[config.mk]
export PLATFORM = sky130hd
export DESIGN_NAME = transmitter
export DESIGN_NICKNAME = d
export VERILOG_FILES = /design/src/rtl/transmitter.sv
export SDC_FILE = /design/constraint.sdc
export NUM_CORES = 1
export LEC_CHECK = 0
export CORE_MARGIN = 5
export CORE_UTILIZATION = 57
export DETAILED_ROUTE_END_ITERATION = 6
export PLACE_DENSITY = 0.91
export SYNTH_ARGS = -nofsm -noshare
export SYNTH_HDL_FRONTEND = slang
export SYNTH_SLANG_ARGS = --single-unit
[constraint.sdc]
create_clock -name clk -period 2.9 [get_ports clk]
set_input_delay 0.29 -clock clk [delete_from_list [all_inputs] [get_ports clk]]
set_output_delay 0.29 -clock clk [all_outputs]
set_load 0.02 [all_outputs]
[src/rtl/transmitter.sv]
// UART transmit stage: serialises one DATA_BITS word per frame as start bit,
// LSB-first data, optional parity, then stop bits. TXD is registered and idles high.
module transmitter #(
  parameter int CLKS_PER_BIT = 16,
  parameter int DATA_BITS    = 8,
  parameter int PARITY_EN    = 0,
  parameter int PARITY_ODD   = 0,
  parameter int STOP_BITS    = 1
) (
  input  logic                 clk,
  input  logic                 reset,
  input  logic                 send,
  input  logic [DATA_BITS-1:0] data_in,
  output logic                 TXD,
  output logic                 tx_busy,
  output logic                 tx_done
);

  localparam int CW = $clog2(CLKS_PER_BIT);
  localparam int IW = $clog2(DATA_BITS);
  localparam logic [CW-1:0] CNT_LAST  = CW'(CLKS_PER_BIT - 1);
  localparam logic [CW-1:0] CNT_DONE  = CW'(CLKS_PER_BIT - 2);
  localparam logic [IW-1:0] IDX_LAST  = IW'(DATA_BITS - 1);
  localparam logic          STOP_LAST = 1'(STOP_BITS - 1);
  localparam logic          ODD       = (PARITY_ODD != 0);

  typedef enum logic [2:0] {IDLE, START, DATA, PARITY, STOP} state_t;

  state_t               state, state_next;
  logic [CW-1:0]        cnt, cnt_next;
  logic [IW-1:0]        idx, idx_next;
  logic [DATA_BITS-1:0] shift, shift_next;
  logic                 par, par_next;
  logic                 stop_cnt, stop_cnt_next;
  logic                 txd_next, busy_next, done_next;
  logic                 bit_end;

  always_ff @(posedge clk or negedge reset) begin
    if (!reset) begin
      state    <= IDLE;
      cnt      <= '0;
      idx      <= '0;
      shift    <= '0;
      par      <= 1'b0;
      stop_cnt <= 1'b0;
      TXD      <= 1'b1;
      tx_busy  <= 1'b0;
      tx_done  <= 1'b0;
    end else begin
      state    <= state_next;
      cnt      <= cnt_next;
      idx      <= idx_next;
      shift    <= shift_next;
      par      <= par_next;
      stop_cnt <= stop_cnt_next;
      TXD      <= txd_next;
      tx_busy  <= busy_next;
      tx_done  <= done_next;
    end
  end

  // Outputs are computed one cycle ahead so TXD/tx_busy/tx_done come straight from flops.
  always_comb begin
    state_next    = state;
    cnt_next      = '0;
    idx_next      = idx;
    shift_next    = shift;
    par_next      = par;
    stop_cnt_next = stop_cnt;
    txd_next      = TXD;
    busy_next     = tx_busy;
    done_next     = 1'b0;
    bit_end       = (cnt == CNT_LAST);

    if (state != IDLE && !bit_end) cnt_next = cnt + 1'b1;

    unique case (state)
      IDLE: begin
        txd_next  = 1'b1;
        busy_next = 1'b0;
        if (send) begin
          shift_next = data_in;
          par_next   = (^data_in) ^ ODD;
          state_next = START;
          txd_next   = 1'b0;
          busy_next  = 1'b1;
        end
      end
      START: begin
        if (bit_end) begin
          state_next = DATA;
          idx_next   = '0;
          txd_next   = shift[0];
        end
      end
      DATA: begin
        if (bit_end) begin
          shift_next = shift >> 1;
          if (idx == IDX_LAST) begin
            if (PARITY_EN != 0) begin
              state_next = PARITY;
              txd_next   = par;
            end else begin
              state_next    = STOP;
              txd_next      = 1'b1;
              stop_cnt_next = 1'b0;
            end
          end else begin
            idx_next = idx + 1'b1;
            txd_next = shift[1];
          end
        end
      end
      PARITY: begin
        if (bit_end) begin
          state_next    = STOP;
          txd_next      = 1'b1;
          stop_cnt_next = 1'b0;
        end
      end
      STOP: begin
        if (stop_cnt == STOP_LAST && cnt == CNT_DONE) done_next = 1'b1;
        if (bit_end) begin
          if (stop_cnt != STOP_LAST) begin
            stop_cnt_next = 1'b1;
          end else if (send) begin
            // Back-to-back: the final stop edge doubles as the next frame's accept edge.
            shift_next = data_in;
            par_next   = (^data_in) ^ ODD;
            state_next = START;
            txd_next   = 1'b0;
            busy_next  = 1'b1;
          end else begin
            state_next = IDLE;
            txd_next   = 1'b1;
            busy_next  = 1'b0;
          end
        end
      end
      default: state_next = IDLE;
    endcase
  end

endmodule

==> results of run 1 <==
==> worst max-delay path, stage by stage (launching register included) <==
cell	delay (ps)
dfrtp_1	420
ha_1	200
ha_1	200
or3b_2	470
a211oi_2	350
mux2_2	380
==> metal layers <==
layer / routed length (um) / GRT usage [%] / part of all wire, %
met1: 971 / 22.8 / 47
met2: 1020 / 29.6 / 49
met3: 56 / 2.77 / 2.7
met4: 36 / 7.23 / 1.7
met5: 0 / 0 / 0
==> worst max path at each step <==
stage / start / to / slack [ps]
floorplan: idx[0] / idx[0] / 940
CTS: idx[0] / idx[0] / 750
global placement: send / shift[7] / 650
finish: idx[0] / idx[0] / 770
global route: cnt[0] / shift[1] / 610
detailed placement: send / shift[7] / 630
==> Yosys cell counts <==
library cell / count
a221oi_4: 1
nand4_1: 1
o2bb2ai_1: 1
or2b_1: 2
or3b_2: 1
dfrtp_1: 20
nor2_1: 15
or2_2: 1
nand2b_1: 1
clkbuf_1: 2
mux2i_1: 7
or2_1: 1
ha_1: 4
a211oi_1: 1
xnor2_1: 1
nand3_1: 4
nor3_1: 1
maj3_1: 1
a21oi_2: 2
a21oi_1: 11
nor2_2: 1
o21ai_0: 6
mux2_2: 2
or4b_4: 1
o32ai_1: 1
inv_1: 6
a211oi_2: 1
buf_6: 2
o221ai_1: 1
nand2_1: 2
and3_1: 1
dfstp_2: 1
nand4b_1: 1
==> final cells by class <==
type | count | area share, %
Multi-Input combinational cell | 73 | 40.9
Timing Repair Buffer | 13 | 10.4
Sequential cell | 21 | 42.3
Tap cell | 25 | 2.51
Inverter | 6 | 1.81
Clock buffer | 4 | 2.11
==> power by group through the flow <==
stage | clock (mW) | combinational [mW] | sequential [mW]
after global routing | 0.152 | 0.415 | 0.536
final | 0.140 | 0.368 | 0.516
after CTS | 0.143 | 0.373 | 0.513
after detailed placement | 0 | 0.369 | 0.519
after floorplan | 0 | 0.282 | 0.494
after global placement | 0 | 0.345 | 0.509
==> flip-flops by register name, indices dropped and copies added, names as in the netlist <==
name     cells
shift        8
cnt          4
idx          3
state        3
TXD          1
tx_busy      1
tx_done      1
==> cell families after synthesis <==
family	synth area share, %
XOR/XNOR	0.805
flip-flops	48.4
buffers and inverters	4.83
adder cells (fa/ha/maj)	5.52
multiplexers	8.51
AO/OA/AOI/OAI	16.1
AND/OR/NAND/NOR	15.9
==> results.py, run 1 <==
metrics = {
    "finish": {
        "finish.utilization_pct": 70.6,
        "nNetsFinal": 133,
        "layout_common_cells": "dfrtp_1, nor2_1, clkdlybuf4s50_1",
        "final_area_sq_um": 1250,
        "instances_no_fill": 142,
        "fillCellCount": 141,
        "final_common_cell": "dfrtp_1",
        "multiInputGateArea_sq_um": 509,
        "n_antenna_cell": 0,
        "seqCellArea_sq_um": 527,
        "syn_to_final_growth_pct": 14.5,
        "drive_above_1_share_pct": 12.0,
    },
    "timing": {
        "finalCritPeriodShare_pct": 73.3,
        "worst_pin_slew_ps": 944,
        "fin_crit_ps": 2130,
        "final.setup.tns_ps": 0,
        "worst_slack_ps": 774,
        "slew_headroom_pct": 36.9,
        "max_freq_ghz": 0.470,
        "maxSlewViolCount": 0,
        "setup_viol": 0,
        "skew_ps": 2.04,
        "rsz0062_at_grt": "no",
        "final_hold_viol_count": 0,
        "hold_slack_ps": 506,
    },
    "outcome": {
        "run_status": "complete, no violations",
    },
    "pwr": {
        "power_density_nw_per_um2": 822,
        "leakage_nw": 0.515,
        "seqPwrFrac_pct": 50.4,
        "p_sw_mw": 0.387,
        "max-vdd-ir-drop_uv": 475,
        "internal_power_mw": 0.637,
        "pwr-share-clk_pct": 13.7,
        "switching_share_pct": 37.8,
        "total_power_mw": 1.02,
        "power_frac_comb_pct": 35.9,
    },
    "critical_path": {
        "reg2reg_depth": 5,
        "start_kind": "flop",
        "worst-endpoint-required_ps": 3090,
        "worstSetupPathType": "flop to flop",
        "setup.worst_path.end_class": "flop",
        "r2r_slack_ps": 770,
        "worst_r2r_endpoint": "idx[0]",
        "regToRegStartpoint": "idx[0]",
        "path_max_fanout": 5,
        "crit_arrival_ps": 2320,
    },
    "floorplanning": {
        "rows": 15,
        "num_io_pins": 14,
        "die_x_um": 53.7,
        "die_height_um": 53.7,
        "fp.dieArea_sq_um": 2880,
        "core_sq_um": 1760,
        "start_util_pct": 61.7,
    },
    "clocking": {
        "cts_buffer_depth": 2,
        "clock_sinks": 21,
        "cts_made_buffers": 3,
        "clock-root-buffer": "clkbuf_4",
        "h-tree-depth": 1,
        "clk_pin_slew_ps": 120,
        "cts_resized": 0,
        "hold_buffers": 0,
        "insertion_delay_ps": 290,
        "cts_tree": "done",
        "postCtsSetupRepairBufs": 0,
    },
    "route": {
        "ant_nets": 0,
        "wl_um": 2090,
        "drc_errors": 0,
        "routed_via_density": 5.62,
        "initialDrtViolationCount": 15,
        "vias": 798,
        "routedWlPerCell_um": 14.7,
        "drtPass1Iterations": 4,
    },
    "global_routing": {
        "grt_max_degree": 22,
        "grt_pass1_vias": 846,
        "antenna_found_initial": 0,
        "grt_usage_pct": 17.8,
        "grt_pass1_wl_um": 3740,
        "gr-total-overflow": 0,
    },
    "yosys": {
        "syn_inst": 104,
        "yosysWarnings": 0,
        "synth_cell_types": 33,
        "synthDominantCellAreaShare_pct": 46.0,
        "synth_fp_nets": 119,
        "ys_seq_elements": 21,
        "synthTopCellsByArea": "dfrtp_1, mux2i_1, nor2_1",
        "yosysSeqAreaShare_pct": 48.4,
        "synth_top_cell_by_area": "dfrtp_1",
        "syn-cell-area_sq_um": 1090,
        "synth.avg_cell_area_sq_um": 10.5,
    },
    "placement": {
        "portBuffers": 13,
        "dp_slack_ps": 630,
        "place_congestion": 0.799,
        "placed_area_sq_um": 1220,
        "dp_hpwl_um": 1590,
        "dp.cells": 138,
    },
    "worst_hold_path": {
        "hold_path.class": "input pin to asynchronous set/reset pin",
    },
    "flow_run": {
        "cap_violations": 0,
    },
}
Power figures use the tool's default switching activity.
==> run 2, diff against run 1 <==
- CORE_UTILIZATION: 57 -> 48
- PLACE_DENSITY: 0.91 -> 0.83
- clock period: 2.9 -> 1.8 ns (I/O delays scaled with it)
==> run 2 against run 1 <==
Compared with the run above: the run now ends with negative setup slack left; first-iteration DRC count is 13% lower; wire length is 16% higher; largest power group unchanged; critical endpoint unchanged; utilization is 5.4 points lower; highest routed layer unchanged; design area up 15%; maximum frequency rose by 11%.
==> results.py, run 2 (synthesized netlist as in run 1, its figures left out) <==
metrics = {
    "placement": {
        "dp_hpwl_um": 1760,
        "portBuffers": 13,
        "place_congestion": 0.755,
        "dp_slack_ps": -112,
    },
    "global_routing": {
        "antenna_found_initial": 0,
        "grt_max_degree": 16,
        "grt_pass1_wl_um": 4080,
        "gr-total-overflow": 0,
        "met1_usage_pct": 18.3,
        "grt_usage_pct": 16.2,
        "met3_usage_pct": 4.01,
        "grt_use_met2_pct": 28.5,
        "top_usage_layer": "met2",
        "grt_pass1_vias": 928,
    },
    "finish": {
        "fillCellCount": 163,
        "seqCellArea_sq_um": 527,
        "syn_to_final_growth_pct": 31.3,
        "final_common_cell": "dfrtp_1",
        "reg_top3": "shift (8), cnt (4)",
        "largest_register_ffs": 8,
        "layout_common_cells": "dfrtp_1, nor2_1, clkdlybuf4s50_1, buf_4, a21oi_1",
        "multiInputGateArea_sq_um": 559,
        "n_antenna_cell": 0,
        "top_register": "shift",
        "drive_above_1_share_pct": 25.8,
        "nNetsFinal": 148,
    },
    "pwr": {
        "power_density_nw_per_um2": 1240,
        "leakage_nw": 0.591,
        "max-vdd-ir-drop_uv": 859,
    },
    "timing": {
        "worst_pin_slew_ps": 429,
        "maxSlewViolCount": 0,
        "max_freq_ghz": 0.524,
        "finalCritPeriodShare_pct": 106,
        "fin_crit_ps": 1910,
        "rsz0062_at_grt": "yes",
        "setup_viol": 4,
        "slew_headroom_pct": 71.3,
        "hold_slack_ps": 165,
        "skew_ps": 9.07,
        "final_hold_viol_count": 0,
        "worst_slack_ps": -107,
    },
    "worst_hold_path": {
        "hold_path.class": "input pin to asynchronous set/reset pin",
    },
    "route": {
        "routed_via_density": 5.47,
        "vias": 875,
        "drc_errors": 0,
        "drtPass1Iterations": 4,
        "wl_um": 2420,
        "initialDrtViolationCount": 13,
        "ant_nets": 0,
        "routedWlPerCell_um": 15.1,
    },
    "critical_path": {
        "worstSetupStartpoint": "idx[0]",
        "start_kind": "flop",
        "worst-endpoint-required_ps": 2000,
        "path_max_fanout": 2,
        "regToRegStartpoint": "idx[0]",
        "r2r_slack_ps": -110,
        "crit_arrival_ps": 2110,
        "setup.worst_path.end_class": "flop",
        "worstSetupPathType": "flop to flop",
    },
    "floorplanning": {
        "fp.dieArea_sq_um": 3320,
        "num_io_pins": 14,
        "start_util_pct": 49.7,
        "die_x_um": 57.6,
        "rows": 17,
        "core_sq_um": 2190,
        "die_height_um": 57.6,
    },
    "clocking": {
        "cts_made_buffers": 3,
        "clock_sinks": 21,
        "cts_buffer_depth": 2,
        "h-tree-depth": 1,
        "cts_tree": "done",
        "clk_pin_slew_ps": 120,
        "clock-root-buffer": "clkbuf_4",
        "insertion_delay_ps": 300,
    },
    "outcome": {
        "run_status": "complete, but fails checks",
        "violations": "negative setup slack",
    },
    "flow_run": {
        "cap_violations": 0,
    },
}
[run 2: stage by stage]
step / util, % / instance area [sq um] / setup TNS (ps) / power, mW / instances
6_report: 65.2 / 1430 / -252 / 1.77 / 160
5_1_grt: 65.2 / 1430 / -470 / 1.91 / 160
4_1_cts: 63.6 / 1390 / -264 / 1.75 / 158
3_5_place_dp: 61.7 / 1350 / -846 / 1.52 / 154
3_3_place_gp: 61.7 / 1350 / -397 / 1.47 / 154
2_1_floorplan: - / 1110 / -47.8 / 1.26 / 104
[run 2: final cells by class]
type	count	share of cell area, %
sequential	21	36.9
inverter	6	1.58
tap	28	2.45
multi-input combinational	73	39.1
clock buffer	4	1.84
timing repair buffer	28	18.1
[run 2: repair_timing]
item | in CTS | in global routing
hold buffers | 0 | 0
buffers inserted | 0 | 2
gates resized for setup | 3 | 5
setup endpoints to repair | 4 | 5
pin swaps | 3 | 3
[run 2: path summary, 6_finish.rpt]
path / depth (start not counted) / to
max in group asynchronous: 2 / idx[2]
min reg2reg: 1 / cnt[0]
max reg2reg: 5 / idx[0]
min in group clk: 3 / shift[3]
max: 5 / idx[0]
min: 1 / shift[1]
[run 2: worst max-delay path, cell delays in order (launching register included)]
cell and delay, ps:
dfrtp_1 430, ha_2 220, ha_4 160, or3b_4 390
a211oi_4 280, mux2_4 330
[run 2: routing by layer]
layer	wire [um]	vias up	share of wire, %
met2	1310	15	54
met4	58	0	2.4
li1	-	424	-
met5	0	-	0
met1	985	430	41
met3	64	6	2.6
[run 2: report_power, final]
part / switching (mW) / internal [mW] / total, mW
registers: 0.130 / 0.656 / 0.786
logic: 0.384 / 0.379 / 0.763
clock network: 0.139 / 0.0863 / 0.226
total: 0.653 / 1.12 / 1.77
==> run 3, diff against run 2 <==
- ABC_AREA: default -> 1
- PLACE_DENSITY: 0.83 -> 0.82
==> run 3 against run 2 <==
Compared with the run above: the flow now finishes without violations; sequential share of layout area increased by 3.6 points; utilization decreased by 6.3 points; clock-buffer cell count unchanged; flip-flop and latch count unchanged; largest cell class unchanged; cell count increased by 18%.
==> results.py, run 3 <==
metrics = {
    "outcome": {
        "run_status": "complete, no violations",
    },
    "placement": {
        "portBuffers": 13,
        "dp_hpwl_um": 1560,
        "place_congestion": 0.858,
    },
    "floorplanning": {
        "start_util_pct": 49.9,
        "die_height_um": 58.0,
        "core_sq_um": 2210,
        "die_x_um": 58.0,
        "fp.dieArea_sq_um": 3360,
        "rows": 17,
        "num_io_pins": 14,
    },
    "finish": {
        "fillCellCount": 206,
        "n_antenna_cell": 0,
        "layout_common_cells": "nand2_1, dfrtp_1, clkdlybuf4s50_1",
        "syn_to_final_growth_pct": 18.0,
        "nNetsFinal": 176,
        "drive_above_1_share_pct": 10.6,
        "final_common_cell": "nand2_1",
        "finish.utilization_pct": 58.9,
        "reg_top3": "shift (8), cnt (4)",
        "top_register": "shift",
        "largest_register_ffs": 8,
    },
    "clocking": {
        "cts_resized": 0,
        "clock-root-buffer": "clkbuf_4",
        "cts_buffer_depth": 2,
        "insertion_delay_ps": 290,
        "clk_pin_slew_ps": 120,
        "hold_buffers": 0,
        "h-tree-depth": 1,
        "cts_tree": "done",
        "clock_sinks": 21,
        "postCtsSetupRepairBufs": 0,
        "cts_made_buffers": 3,
    },
    "timing": {
        "final.setup.tns_ps": 0,
        "setup_viol": 0,
        "maxSlewViolCount": 0,
        "max_freq_ghz": 0.618,
        "worst_pin_slew_ps": 382,
        "finalCritPeriodShare_pct": 89.9,
        "fin_crit_ps": 1620,
        "skew_ps": 7.51,
        "rsz0062_at_grt": "no",
        "final_hold_viol_count": 0,
        "slew_headroom_pct": 74.5,
    },
    "worst_hold_path": {
        "hold_path.class": "input pin to asynchronous set/reset pin",
    },
    "yosys": {
        "synth_cell_types": 22,
        "syn_inst": 142,
        "yosysSeqAreaShare_pct": 47.7,
        "synthTopCellsByArea": "dfrtp_1, nand2_1, ha_1",
        "yosysWarnings": 0,
        "synth_top_family_by_area": "simple AND/OR/NAND/NOR gates",
        "yosys-top-cells-count": "nand2_1, dfrtp_1, nor2_1",
        "synth_fp_nets": 157,
        "async_reset_ff_share_pct": 100,
        "synth.avg_cell_area_sq_um": 7.77,
        "ys_seq_elements": 21,
        "yosys.area_share.adder_pct": 4.54,
        "synth-main-ff-cell": "dfrtp_1",
        "synth-simple-area-share_pct": 37.1,
        "synth_compound_area_share_pct": 4.76,
        "syn-cell-area_sq_um": 1100,
        "synthDominantCellAreaShare_pct": 45.4,
        "synth.most_common_cell": "nand2_1",
        "synthMuxAreaShare_pct": 0,
        "synth_xor_area_share_pct": 1.59,
        "synth_top_cell_by_area": "dfrtp_1",
        "synth_edf_count": 0,
    },
    "pwr": {
        "max-vdd-ir-drop_uv": 895,
        "power_frac_comb_pct": 47.8,
        "seqPwrFrac_pct": 41.1,
        "p_sw_mw": 0.884,
        "internal_power_mw": 1.12,
        "switching_share_pct": 44.2,
        "power_density_nw_per_um2": 1530,
        "leakage_nw": 0.690,
        "total_power_mw": 2.00,
        "pwr-share-clk_pct": 11.0,
    },
    "critical_path": {
        "worst-endpoint-required_ps": 1620,
        "crit_path_cell_trace": "clkdlybuf4s50_1",
        "crit_buf_inv": 1,
        "max_stage_delay_ps": 590,
        "critPathSlowestCell": "clkdlybuf4s50_1",
        "crit_arrival_ps": 1440,
        "crit_family": "buffers and inverters",
        "path_max_fanout": 2,
        "start_kind": "flop",
        "setup.worst_path.end_class": "output pin",
        "worstSetupPathType": "flop to output pin",
    },
    "global_routing": {
        "grt_max_degree": 14,
        "grt_pass1_wl_um": 3800,
        "gr-total-overflow": 0,
        "grt_pass1_vias": 936,
        "grt_usage_pct": 14.1,
        "antenna_found_initial": 0,
    },
    "route": {
        "drc_errors": 0,
        "routedWlPerCell_um": 10.6,
        "drtPass1Iterations": 4,
        "initialDrtViolationCount": 21,
        "routed_via_density": 4.88,
        "vias": 917,
        "ant_nets": 0,
        "wl_um": 1990,
    },
    "flow_run": {
        "cap_violations": 0,
    },
}
-- run 3: cell types whose count changed after synthesis, moves of 3 or more --
cell	delta
nor2_1	-4
a21oi_1	-11
mux2i_1	-7
nand2_2	+3
nand3_1	+3
nand2_1	+65
o21ai_1	+5
-- run 3: logic make-up after synthesis --
kind of cell | after synthesis
AOI/OAI and AO/OA | 10
buffers and inverters | 11
xor gates and xnor gates | 2
and+or+nand+nor | 94
DFF | 21
adders and majority gates | 4
-- run 3: final timing paths --
check | slack, ps | to | startpoint | depth (start not counted)
min in group clk | 430 | shift[7] | data_in[7] | 3
min reg2reg | 490 | TXD | TXD | 2
max in group asynchronous | 1130 | idx[1] | reset | 2
max | 180 | TXD | TXD | 1
min | 160 | state[0] | reset | 1
max reg2reg | 350 | shift[2] | cnt[0] | 7
-- run 3: layout make-up --
cell class / instances / area, sq um / area share [%]
Tap cell: 28 / 35.0 / 2.69
Timing Repair Buffer: 15 / 145 / 11.1
Inverter: 10 / 40.0 / 3.07
Clock buffer: 4 / 26.3 / 2.02
Multi-Input combinational cell: 110 / 529 / 40.6
Sequential cell: 21 / 527 / 40.4
-- run 3: stage by stage --
step | worst slack (ps) | std cells | hold slack, ps | area [sq um]
floorplan | 486 | 142 | -116 | 1100
global placement | 412 | 184 | 457 | 1280
detailed placement | 371 | 184 | 469 | 1280
CTS | 159 | 188 | 162 | 1300
global route | 125 | 188 | 176 | 1300
finish | 181 | 188 | 155 | 1300
-- run 3: per-layer routing --
metal / up-vias / wire length, um / global-route usage [%]
li1: 480 / - / -
met1: 415 / 924 / 17.9
met2: 20 / 945 / 24.0
met3: 2 / 106 / 2.67
met4: 0 / 10 / 4.97
met5: - / 0 / 0
-- run 3: power by group through the flow --
| stage | clock [mW] | sequential (mW) | combinational (mW) |
|---|---|---|---|
| final | 0.221 | 0.822 | 0.956 |
| after global routing | 0.259 | 0.849 | 1.10 |
| after CTS | 0.237 | 0.823 | 0.962 |
| after detailed placement | 0 | 0.831 | 0.957 |
| after global placement | 0 | 0.823 | 0.929 |
| after floorplan | 0 | 0.826 | 0.716 |
